<file path="src/rtl/pc_seq_pkg.sv">
// Shared constants for the program-counter sequencer and its return stack.
// Latency: none (declarations only).
// Backpressure: none (declarations only).
package pc_seq_pkg;

    localparam int ADDR_W_DEF = 32;

    // Next-PC mode encodings driven by the control unit on PC_select.
    localparam logic [2:0] JREG     = 3'd0;
    localparam logic [2:0] SEQ      = 3'd1;
    localparam logic [2:0] BR_REL   = 3'd2;
    localparam logic [2:0] J_ABS    = 3'd3;
    localparam logic [2:0] CALL_ABS = 3'd4;
    localparam logic [2:0] CALL_REL = 3'd5;
    localparam logic [2:0] RET      = 3'd6;
    localparam logic [2:0] HOLD     = 3'd7;

endpackage

</file>
<file path="src/rtl/pc_sequencer_return_stack.sv">
// Circular LIFO of return addresses; a push while full silently overwrites the oldest entry.
// Latency: push/pop/flush take effect at the next Clock edge; dout is the current top, combinational.
// Backpressure: none; the caller checks full/empty. A pop while empty is ignored.
// Ports: push/pop/flush commands, din pushed value, dout top entry, count/full/empty status.
module return_stack
    import pc_seq_pkg::*;
#(
    parameter int DEPTH = 4,
    parameter int W     = ADDR_W_DEF
) (
    input  logic                     Clock,
    input  logic                     Reset_n,
    input  logic                     push,
    input  logic                     pop,
    input  logic                     flush,
    input  logic [W-1:0]             din,
    output logic [W-1:0]             dout,
    output logic [$clog2(DEPTH):0]   count,
    output logic                     full,
    output logic                     empty
);

    localparam int PW = $clog2(DEPTH);

    logic [W-1:0]  mem [DEPTH];
    logic [PW-1:0] ptr;
    logic [PW-1:0] top_idx;

    // ptr is the next write slot, so the top of stack sits one below it.
    // When full, ptr has wrapped onto the oldest entry, which is exactly
    // the slot a further push should overwrite.
    assign top_idx = ptr - PW'(1);
    assign dout    = mem[top_idx];
    assign full    = (count == (PW+1)'(DEPTH));
    assign empty   = (count == '0);

    always_ff @(posedge Clock or negedge Reset_n) begin
        if (!Reset_n) begin
            ptr   <= '0;
            count <= '0;
        end else if (flush) begin
            ptr   <= '0;
            count <= '0;
        end else if (push) begin
            ptr <= ptr + PW'(1);
            if (!full) begin
                count <= count + (PW+1)'(1);
            end
        end else if (pop && !empty) begin
            ptr   <= top_idx;
            count <= count - (PW+1)'(1);
        end
    end

    // Entry contents need no reset; count governs what is valid.
    always_ff @(posedge Clock) begin
        if (push && !flush) begin
            mem[ptr] <= din;
        end
    end

endmodule

</file>
<file path="src/rtl/pc_sequencer.sv">
// Program-counter unit: picks next fetch address (seq/branch/jump/call/return/boot), keeps a RAS.
// Latency: PC and PC_temp are registered; a new value appears one cycle after the enabling edge.
// Backpressure: PC_enable=0 stalls everything except Clear_flags; Boot_load overrides the stall.
// Ports: Clock/Reset_n; PC_enable, PC_select, Branch_taken, BranchOff, RA, Boot_load, JumpTo,
//        Clear_flags in; PC, PC_temp, RAS_count, sticky RAS_overflow/RAS_underflow out.
module pc_sequencer
    import pc_seq_pkg::*;
#(
    parameter int ADDR_W    = ADDR_W_DEF,
    parameter int INC       = 1,
    parameter int RAS_DEPTH = 4,
    parameter int BOOT_W    = 7
) (
    input  logic                         Clock,
    input  logic                         Reset_n,
    input  logic                         PC_enable,
    input  logic [2:0]                   PC_select,
    input  logic                         Branch_taken,
    input  logic [ADDR_W-1:0]            BranchOff,
    input  logic [ADDR_W-1:0]            RA,
    input  logic                         Boot_load,
    input  logic [BOOT_W-1:0]            JumpTo,
    input  logic                         Clear_flags,
    output logic [ADDR_W-1:0]            PC,
    output logic [ADDR_W-1:0]            PC_temp,
    output logic [$clog2(RAS_DEPTH):0]   RAS_count,
    output logic                         RAS_overflow,
    output logic                         RAS_underflow
);

    localparam logic [ADDR_W-1:0] INC_V = ADDR_W'(INC);

    logic              step;        // enabled advance not pre-empted by a boot load
    logic [ADDR_W-1:0] pc_seq;
    logic [ADDR_W-1:0] pc_rel;
    logic [ADDR_W-1:0] pc_next;
    logic              want_push;
    logic              want_pop;
    logic              ras_push;
    logic              ras_pop;
    logic [ADDR_W-1:0] ras_dout;
    logic              ras_full;
    logic              ras_empty;
    logic              ovf_set;
    logic              unf_set;

    assign step   = PC_enable && !Boot_load;
    assign pc_seq = PC + INC_V;
    assign pc_rel = PC + BranchOff;   // modulo 2^ADDR_W, two's-complement offset

    always_comb begin
        pc_next   = PC;
        want_push = 1'b0;
        want_pop  = 1'b0;
        case (PC_select)
            JREG:     pc_next = RA;
            SEQ:      pc_next = pc_seq;
            BR_REL:   pc_next = Branch_taken ? pc_rel : pc_seq;
            J_ABS:    pc_next = BranchOff;
            CALL_ABS: begin
                want_push = 1'b1;
                pc_next   = BranchOff;
            end
            CALL_REL: begin
                want_push = 1'b1;
                pc_next   = pc_rel;
            end
            RET: begin
                // An empty stack leaves PC where it is; only the flag records it.
                want_pop = 1'b1;
                if (!ras_empty) begin
                    pc_next = ras_dout;
                end
            end
            default:  pc_next = PC;   // HOLD
        endcase
    end

    assign ras_push = step && want_push;
    assign ras_pop  = step && want_pop;
    assign ovf_set  = ras_push && ras_full;
    assign unf_set  = ras_pop && ras_empty;

    return_stack #(
        .DEPTH (RAS_DEPTH),
        .W     (ADDR_W)
    ) u_ras (
        .Clock   (Clock),
        .Reset_n (Reset_n),
        .push    (ras_push),
        .pop     (ras_pop),
        .flush   (Boot_load),
        .din     (pc_seq),
        .dout    (ras_dout),
        .count   (RAS_count),
        .full    (ras_full),
        .empty   (ras_empty)
    );

    always_ff @(posedge Clock or negedge Reset_n) begin
        if (!Reset_n) begin
            PC      <= '0;
            PC_temp <= '0;
        end else if (Boot_load) begin
            PC      <= ADDR_W'(JumpTo);
            PC_temp <= PC;
        end else if (PC_enable) begin
            PC      <= pc_next;
            PC_temp <= PC;
        end
    end

    // Sticky flags: a set in the same cycle beats a clear.
    always_ff @(posedge Clock or negedge Reset_n) begin
        if (!Reset_n) begin
            RAS_overflow  <= 1'b0;
            RAS_underflow <= 1'b0;
        end else begin
            if (ovf_set) begin
                RAS_overflow <= 1'b1;
            end else if (Clear_flags) begin
                RAS_overflow <= 1'b0;
            end
            if (unf_set) begin
                RAS_underflow <= 1'b1;
            end else if (Clear_flags) begin
                RAS_underflow <= 1'b0;
            end
        end
    end

endmodule

</file>
<file path="config.mk">
export PLATFORM = sky130hd
export DESIGN_NAME = pc_sequencer
export DESIGN_NICKNAME = d
export VERILOG_FILES = /design/src/rtl/pc_seq_pkg.sv /design/src/rtl/pc_sequencer_return_stack.sv /design/src/rtl/pc_sequencer.sv
export SDC_FILE = /design/constraint.sdc
export NUM_CORES = 1
export LEC_CHECK = 0
export ABC_AREA = 1
export CORE_MARGIN = 5
export CORE_UTILIZATION = 35
export CTS_CLUSTER_DIAMETER = 50
export CTS_CLUSTER_SIZE = 16
export DETAILED_ROUTE_END_ITERATION = 16
export GPL_ROUTABILITY_DRIVEN = 0
export PLACE_DENSITY_LB_ADDON = 0.12
export SLEW_MARGIN = 10
export SYNTH_ARGS = -nofsm -noshare
export SYNTH_HDL_FRONTEND = slang
export SYNTH_SLANG_ARGS = --single-unit
</file>
<file path="constraint.sdc">
create_clock -name Clock -period 7.3 [get_ports Clock]
set_clock_uncertainty 0.05 [all_clocks]
set_input_delay 1.825 -clock Clock [delete_from_list [all_inputs] [get_ports Clock]]
set_output_delay 1.825 -clock Clock [all_outputs]
set_load 0.005 [all_outputs]
</file>
==> flow_summary.json <==
{
  "layout_common_cells": "nand2_1, inv_1, nor2_1, clkdlybuf4s50_1, edfxtp_1",
  "synth-async-reset-ratio": 0.357,
  "cts_setup_buffers": 0,
  "status": "finished clean",
  "std_cell_rows": 68,
  "ys.flop_type": "edfxtp_1",
  "pre_cts_slack_ps": 2640,
  "worstMarginPinSlew_ps": 1050,
  "crit_path_start": "PC_select[0]",
  "grt_pass1_wl_mm": 66.4,
  "detail_route.wl_per_cell_um": 19.2,
  "powerDensity_nw_per_um2": 207,
  "synthToLayoutAreaGrowth_pct": 20.0,
  "synth_nets": 1791,
  "start_kind": "input pin",
  "end_kind": "flip-flop",
  "maxCapViolations": 0,
  "grt_pass1_vias": 11100,
  "clk_pin_slew_ps": 70,
  "ys_seq_area_frac": 0.456,
  "cts_root_buf": "clkbuf_16",
  "synth-edff-count": 128,
  "power.leakage_nw": 6.72,
  "relSlewSlack": 0.301,
  "port_buffers": 148,
  "drt_pass1_iterations": 6,
  "r2r_slack_ps": 4140,
  "r2r_cells": 14,
  "clock_sinks": 199,
  "avgSynthCellArea_um2": 7.37,
  "hold_path_class": "reg2reg",
  "clk_path_buf_depth": 2,
  "syn_inst": 1673,
  "coreArea_um2": 34600,
  "drive_above_1_share": 0.0436,
  "finalInstanceArea_um2": 14800,
  "ir_drop_uv": 164,
  "worstReg2RegStart": "u_ras.ptr[0]",
  "routed_wl_mm": 43.6,
  "arrival_ps": 4490,
  "tritoncts": "yes",
  "finalWorstSetupSlack_ps": 3080,
  "r2r_end": "PC[25]",
  "grt_max_degree": 80,
  "die_x_um": 198,
  "nets": 1918,
  "diodes": 0,
  "ys_warn_count": 0,
  "drt-initial-drc-count": 962,
  "initial_core_util": 0.356,
  "syn_area_um2": 12300,
  "maxSlewViolCount": 0,
  "worstSetupPathType": "in2reg",
  "clkLatencyLatePin_ps": 450,
  "final_common_cell": "nand2_1",
  "post_cts_resized": 0,
  "ctsHoldBuffers": 0,
  "finalSetupViolCount": 0,
  "cts_made_buffers": 17,
  "antenna_found_initial": 0,
  "htreeDepth": 4,
  "io_pins": 149,
  "placed_area_um2": 14200,
  "ys_types": 44,
  "ant_nets": 0,
  "worstPathMaxFanout": 21,
  "grt_overflow_total": 0,
  "ys_seq_elements": 199,
  "dpl.hpwl_mm": 32.6,
  "rsz0062_at_grt": "no",
  "period_minus_slack_ps": 4220,
  "finish.utilization": 0.427,
  "total_power_mw": 3.06,
  "die_h_um": 198,
  "critPathCapture": "PC[3]",
  "fin_crit_sh": 0.578,
  "vias": 11400,
  "grt.total_usage": 0.222,
  "viasPerCell": 5.02,
  "final.setup.tns_ps": 0,
  "hold_viol": 0,
  "fp.dieArea_um2": 39100,
  "route.detailed.drc": 0,
  "required_ps": 7570,
  "clock.fmax_mhz": 237
}
cell type report:
| type | count | area (um^2) |
|---|---|---|
| clock buffers | 21 | 450 |
| clock inverters | 11 | 101 |
| fillers | 3561 | 19800 |
| inverters | 231 | 867 |
| multi-input cells | 1194 | 5640 |
| flip-flops and latches | 199 | 5620 |
| well taps | 455 | 569 |
| repair buffers | 157 | 1550 |
worst min path at each step:
stage | from | end | slack (ps) | depth (start not counted)
6_report | PC_temp[16] | PC_temp[16] | 430 | 2
5_1_grt | PC_temp[5] | PC_temp[5] | 460 | 2
4_1_cts | PC_temp[15] | PC_temp[15] | 440 | 2
3_5_place_dp | PC_temp[16] | PC_temp[16] | 430 | 2
3_3_place_gp | PC_temp[16] | PC_temp[16] | 420 | 2
2_1_floorplan | PC_temp[0] | PC_temp[0] | 430 | 2
state kept, by name (all words and copies together), names as in the netlist:
register       flops
PC                32
PC_temp           32
RAS_overflow       1
RAS_underflow      1
u_ras.count        3
u_ras.mem        128
u_ras.ptr          2
worst max-delay path: stages:
cell and delay, ps:
clkdlybuf4s50_1 610, nor2_2 120, nand2_1 70, nor2_1 40, nor2_2 630, inv_2 390
a22oi_1 470, o2111ai_1 170, nand2_1 110, nand2_1 50
kinds of logic (layout without fill, tap and decap cells):
family,count (synthesis),after routing,share of synthesized area
simple gates,941,941,0.313
flops,199,199,0.456
compound gates,197,197,0.0886
buf+inv,280,420,0.0895
xor+xnor,16,16,0.0120
fa+ha+maj,38,38,0.0398
mux,2,2,0.00183
power breakdown:
part | total, mW | switching, mW | internal (mW)
registers | 1.34 | 0.0692 | 1.27
clock network | 0.922 | 0.442 | 0.481
logic | 0.807 | 0.513 | 0.293
total | 3.06 | 1.02 | 2.04
metal layers:
layer / track usage / vias up / share of wire
met5: 0 / - / 0
met4: 0.0791 / 0 / 0.032
met3: 0.0196 / 75 / 0.052
met2: 0.346 / 352 / 0.44
met1: 0.326 / 5331 / 0.47
li1: - / 5623 / -
per-stage QoR:
stage / hold WS (ps) / std cells
2_1_floorplan: 426 / 1673
3_3_place_gp: 417 / 2236
3_5_place_dp: 426 / 2236
4_1_cts: 443 / 2268
5_1_grt: 462 / 2268
6_report: 435 / 2268
synth_stat cells, types with 5 or more instances:
cell / n / area [um^2]
nand3b_1: 5 / 37.5
xor2_1: 14 / 123
nor2_1: 165 / 619
a31oi_1: 9 / 56.3
clkbuf_1: 22 / 82.6
nand2_1: 597 / 2240
nand3_1: 126 / 631
ha_1: 36 / 450
o21ai_0: 78 / 390
buf_4: 6 / 45.0
buf_2: 18 / 90.1
o211ai_1: 9 / 67.6
inv_2: 8 / 30.0
nor2_2: 6 / 37.5
or2_2: 5 / 31.3
nor3_1: 14 / 70.1
o21ai_1: 8 / 40.0
dfrtp_1: 71 / 1780
inv_1: 223 / 837
a21oi_1: 66 / 330
o22ai_1: 12 / 75.1
nand4_1: 6 / 37.5
edfxtp_1: 128 / 3840
and2_1: 7 / 43.8
No activity file was read; power rests on OpenSTA's default activity.
